==> config.mk <==
export PLATFORM = sky130hd
export DESIGN_NAME = mips_instr_fetch_flat
export DESIGN_NICKNAME = d
export VERILOG_FILES = /design/src/rtl/mips_pkg.sv /design/src/rtl/mips_instr_fetch_if.sv /design/src/rtl/mips_instr_fetch.sv /design/src/flat_wrapper.sv
export SDC_FILE = /design/constraint.sdc
export NUM_CORES = 1
export LEC_CHECK = 0
export BUFFER_PORTS_ARGS = -buffer_cell sky130_fd_sc_hd__buf_2
export CAP_MARGIN = 20
export CORE_ASPECT_RATIO = 0.7
export CORE_UTILIZATION = 35
export CTS_BUF_LIST = sky130_fd_sc_hd__clkbuf_2 sky130_fd_sc_hd__clkbuf_4 sky130_fd_sc_hd__clkbuf_8
export DETAILED_ROUTE_END_ITERATION = 8
export PLACE_DENSITY = 0.56
export SLEW_MARGIN = 20
export SYNTH_ARGS = -nofsm -noshare
export SYNTH_HDL_FRONTEND = slang
export SYNTH_SLANG_ARGS = --single-unit
export TNS_END_PERCENT = 30
==> constraint.sdc <==
create_clock -name clk -period 3.6 [get_ports clk]
set_input_delay 0.72 -clock clk [delete_from_list [all_inputs] [get_ports clk]]
set_output_delay 0.72 -clock clk [all_outputs]
set_load 0.01 [all_outputs]
==> src/rtl/mips_pkg.sv <==
// Shared types and constants for the MIPS instruction-fetch stage.
package mips_pkg;

  typedef logic [31:0] addr_t;

  typedef enum logic [1:0] {
    RUN,
    DELAY,
    HALTED
  } fetch_state_t;

  localparam addr_t RESET_VECTOR = 32'hBFC0_0000;
  localparam addr_t HALT_ADDR    = 32'h0000_0000;

endpackage

==> src/rtl/mips_instr_fetch_if.sv <==
// Harvard instruction-memory port: the fetch stage drives the address and
// the memory returns the instruction word for that address.
interface mips_instr_fetch_if;
  import mips_pkg::*;

  addr_t       instr_address;
  logic [31:0] instr_readdata;

  modport master (
    output instr_address,
    input  instr_readdata
  );

  modport slave (
    input  instr_address,
    output instr_readdata
  );

endinterface

==> src/rtl/mips_instr_fetch.sv <==
// Instruction fetch stage: owns the PC, sequences the branch delay slot and
// stops the CPU when execution reaches the halt address or a misaligned
// branch target is accepted.
module mips_instr_fetch #(
  parameter mips_pkg::addr_t RESET_VECTOR = mips_pkg::RESET_VECTOR,
  parameter mips_pkg::addr_t HALT_ADDR    = mips_pkg::HALT_ADDR
) (
  input  logic                 clk,
  input  logic                 reset,
  input  logic                 clk_enable,
  input  logic                 stall,
  input  logic                 branch_taken,
  input  logic [31:0]          branch_target,
  mips_instr_fetch_if.master   mem,
  output logic [31:0]          instr_out,
  output logic                 instr_valid,
  output logic [31:0]          link_addr,
  output logic                 in_delay_slot,
  output logic                 active,
  output logic                 addr_error
);
  import mips_pkg::*;

  fetch_state_t state;
  fetch_state_t state_next;
  addr_t        pc;
  addr_t        pc_next;
  addr_t        pc_plus4;
  addr_t        target;
  addr_t        target_next;
  logic         active_next;
  logic         addr_error_next;

  assign mem.instr_address = pc;
  assign instr_out         = mem.instr_readdata;
  assign instr_valid       = active && !stall && clk_enable;
  assign link_addr         = pc + 32'd8;
  assign in_delay_slot     = (state == DELAY);
  assign pc_plus4          = pc + 32'd4;

  // Next-PC selection and state transitions; the first branch seen in RUN
  // wins, and anything arriving while its delay slot is fetched is ignored.
  always_comb begin
    state_next      = state;
    pc_next         = pc;
    target_next     = target;
    active_next     = active;
    addr_error_next = addr_error;
    case (state)
      RUN: begin
        if (!stall) begin
          if (branch_taken) begin
            if (branch_target[1:0] != 2'b00) begin
              addr_error_next = 1'b1;
              active_next     = 1'b0;
              state_next      = HALTED;
            end else begin
              target_next = branch_target;
              pc_next     = pc_plus4;
              state_next  = DELAY;
            end
          end else begin
            pc_next = pc_plus4;
            if (pc_plus4 == HALT_ADDR) begin
              active_next = 1'b0;
              state_next  = HALTED;
            end
          end
        end
      end
      DELAY: begin
        if (!stall) begin
          pc_next = target;
          if (target == HALT_ADDR) begin
            active_next = 1'b0;
            state_next  = HALTED;
          end else begin
            state_next = RUN;
          end
        end
      end
      HALTED: begin
        state_next = HALTED;
      end
      default: begin
        active_next = 1'b0;
        state_next  = HALTED;
      end
    endcase
  end

  // State, PC and flag registers; everything freezes while clk_enable is low.
  always_ff @(posedge clk or negedge reset) begin
    if (!reset) begin
      state      <= RUN;
      pc         <= RESET_VECTOR;
      target     <= '0;
      active     <= 1'b1;
      addr_error <= 1'b0;
    end else if (clk_enable) begin
      state      <= state_next;
      pc         <= pc_next;
      target     <= target_next;
      active     <= active_next;
      addr_error <= addr_error_next;
    end
  end

endmodule
==> src/flat_wrapper.sv <==
// flat-port wrapper written by rule: the top's interface ports become plain ports
module mips_instr_fetch_flat import mips_pkg::*;
#(
  parameter mips_pkg::addr_t RESET_VECTOR = mips_pkg::RESET_VECTOR,
  parameter mips_pkg::addr_t HALT_ADDR    = mips_pkg::HALT_ADDR
)
  (clk, reset, clk_enable, stall, branch_taken, branch_target, instr_out, instr_valid, link_addr, in_delay_slot, active, addr_error, mem_instr_address, mem_instr_readdata);
  mips_instr_fetch_if mem_i ();
  input  logic clk;
  input  logic reset;
  input  logic clk_enable;
  input  logic stall;
  input  logic branch_taken;
  input  logic [31:0] branch_target;
  output logic [31:0] instr_out;
  output logic instr_valid;
  output logic [31:0] link_addr;
  output logic in_delay_slot;
  output logic active;
  output logic addr_error;
  output wire logic [$bits(mem_i.instr_address)-1:0] mem_instr_address;
  input wire logic [$bits(mem_i.instr_readdata)-1:0] mem_instr_readdata;
  assign mem_instr_address = mem_i.instr_address;
  assign mem_i.instr_readdata = mem_instr_readdata;
  mips_instr_fetch #(.RESET_VECTOR(RESET_VECTOR), .HALT_ADDR(HALT_ADDR)) u_core (.clk(clk), .reset(reset), .clk_enable(clk_enable), .stall(stall), .branch_taken(branch_taken), .branch_target(branch_target), .mem(mem_i), .instr_out(instr_out), .instr_valid(instr_valid), .link_addr(link_addr), .in_delay_slot(in_delay_slot), .active(active), .addr_error(addr_error));
endmodule
==> results.yml <==
detailed_routing:
  vias: 4218
  first_pass_iters: 5
  drt_iter0_drc: 399
  vias_per_cell: 5.69
  drcViolationCount: 0
  wirelength_mm: 14.9
  drtAntennaViolNets: 0
  avgRoutedWirePerCell_um: 20.2
setup_path:
  required_ns: 2.88
  path_class: "reg -> out"
  endpoint_kind: "output port"
  cp-start-kind: "flip-flop"
  reg2reg_depth: 8
  arrival_ns: 2.56
  rr_endpoint: "u_core.active$_DFFE_PN1P_"
  r2r_start: "u_core.mem.instr_address[3]$_DFFE_PN0P_"
  r2r_slack_ns: 0.53
  crit_path_max_fanout: 12
sta:
  max_freq_mhz: 305
  fin_setup_tns_ns: 0
  skew_ns: 0.0108
  fin_crit_sh_pct: 91.0
  rsz0062_at_grt: "false"
  maxSlewViolCount: 0
  worst_pin_slew_ns: 0.676
  slew_headroom_pct: 54.6
  post-route-min-period_ns: 3.28
  hold_viol_final: 0
  setup_violations: 0
clock_tree:
  cts_buffers: 9
  cts_tree: "yes"
  clk_latency_ns: 0.37
  cts_buffer_depth: 2
  cts_sinks: 68
  clk_pin_slew_ns: 0.09
  htreeDepth: 3
  postCtsSetupBuffers: 0
  root_buffer: "clkbuf_8"
final_layout:
  fin_nets: 645
  fillers: 1335
  area.growth.synth_to_final_pct: 11.4
  layout-drive-gt1-share_pct: 33.3
  antennaDiodeCount: 0
die:
  start_util_pct: 36.6
  die_h_um: 98.3
  fp-row-count: 34
  die_area_um2: 13700
  chipWidth_um: 140
  coreArea_um2: 12700
  io_pins: 169
logic_synthesis:
  async_flop_share_pct: 100
  yosys_most_used_dff: "dfrtp_1"
  yosys-top-cells-count: "dfrtp_1 (58), a21oi_1 (46), nand2_1 (46)"
  synth_compound_area_share_pct: 13.1
  synthSimpleGateAreaFrac_pct: 22.0
  post-synth-top-count-cell: "dfrtp_1"
  syn-num-nets: 594
  yosys.area.top_type: "dfrtp_1"
  synthTopCellsByArea: "dfrtp_1 (31%), mux2_2 (8.0%), buf_4 (6.8%)"
  synth_top_area_share_pct: 31.3
  yosys_warnings: 0
  ys_ff_latch: 68
  synth_area_um2: 4640
  synth_xor_area_share_pct: 7.37
  synth_edf_count: 0
  seq_area_frac_synth_pct: 37.0
  synth_area_per_cell_um2: 8.87
  syn_inst: 523
  yosys.area_share.adder_pct: 0.540
  yosys-mux-area-fraction_pct: 8.23
  ys_types: 59
  synth_top_family_by_area: "simple AND/OR/NAND/NOR gates"
place:
  io_buffers: 104
  hpwl_mm: 11.1
  place.gp.congestion: 0.931
pwr:
  power_mw: 3.09
  p_leak_nw: 2.30
  p_per_area_nw_per_um2: 597
  ir_worst_vdd_v: 0.000209
grt:
  grt_overflow_total: 0
  antenna_found_initial: 0
  grt_usage_pct: 22.6
  grt_max_degree: 53
  grt_pass1_wl_mm: 23.5
  grt_pass1_vias: 4035
outcome:
  outcome: "finished clean"
hold_path:
  hp-class: "in -> async"
run:
  maxCapViolCount: 0
-- sequential cells by signal, indices dropped and copies added (netlist names) --
name	count
u_core.addr_error	1
u_core.state	2
u_core.active	1
u_core.mem.instr_address	32
u_core.target	32
-- metrics by stage --
step	instances	worst slack (ns)	cell area [um^2]	hold slack (ns)	utilization [%]
2_1_floorplan	523	0.827	4640	0.424	-
3_3_place_gp	725	0.700	4940	0.437	39.0
3_5_place_dp	725	0.599	4940	0.445	39.0
4_1_cts	741	0.183	5160	0.291	40.7
5_1_grt	741	0.0912	5170	0.321	40.8
6_report	741	0.324	5170	0.286	40.8
-- critical path, stage by stage (launching register included) --
cell	delay, ns
dfrtp_1	0.58
nand3_1	0.25
or3_2	0.60
nor3_2	0.32
nand3_1	0.14
xnor2_1	0.14
buf_2	0.15
-- metal layers --
layer  share of wire [%]  global-route usage, %  vias to the layer above
met2                  40                   30.5                      227
met1                  48                   33.9                     2005
met4                 1.6                   7.35                        0
met5                   0                      0                        -
li1                    -                      -                     1952
met3                  11                   6.67                       34
-- report_power, final --
group,switching (mW),internal [mW]
Sequential,0.378,0.981
Combinational,0.536,0.465
Clock,0.333,0.393
-- cell families after synthesis --
kind of cell / count (synthesis)
muxes: 34
xor gates and xnor gates: 39
buffers and inverters: 83
adders and majority gates: 2
DFF: 68
AOI/OAI and AO/OA: 106
and+or+nand+nor: 191
-- layout by cell type, fill, tap and decap left out, types with 4 or more instances in the layout --
cell type,instances
inv_1,4
a21oi_1,46
nand4_1,16
mux2_2,33
clkbuf_8,9
o22ai_1,20
or3_1,4
xnor2_1,23
nor2_1,31
and2_1,5
nand2_1,46
nor3_1,15
nor4_1,13
buf_4,13
dfrtp_1,58
nand3_1,33
dfstp_2,10
buf_2,104
xor2_1,16
o21ai_0,24
-- how the worst max path moves through the flow --
stage / end / slack [ns] / startpoint / cells past startpoint
2_1_floorplan: u_core.active$_DFFE_PN1P_ / 0.83 / u_core.mem.instr_address[4]$_DFFE_PN0P_ / 9
3_3_place_gp: u_core.active$_DFFE_PN1P_ / 0.70 / u_core.mem.instr_address[3]$_DFFE_PN0P_ / 8
3_5_place_dp: u_core.active$_DFFE_PN1P_ / 0.60 / u_core.mem.instr_address[3]$_DFFE_PN0P_ / 8
4_1_cts: link_addr[30] / 0.18 / u_core.mem.instr_address[6]$_DFFE_PN0P_ / 6
5_1_grt: link_addr[29] / 0.09 / u_core.mem.instr_address[14]$_DFFE_PN0P_ / 7
6_report: link_addr[30] / 0.32 / u_core.mem.instr_address[5]$_DFFE_PN0P_ / 6
-- layout make-up --
class,count,area (um^2),share of cell area (%)
sequential,68,1710,33.2
inverter,6,22.5,0.436
tap,162,203,3.92
clock buffer,9,124,2.40
multi-input combinational,372,2390,46.2
timing repair buffer,117,618,12.0
clock inverter,7,98.8,1.91
-- what timing repair did --
item                       4_1_cts  5_1_grt
setup endpoints to repair        0        1
resized for setup                0        1
hold buffers                     0        0
Note: power is estimated with default switching activity, not from simulation.
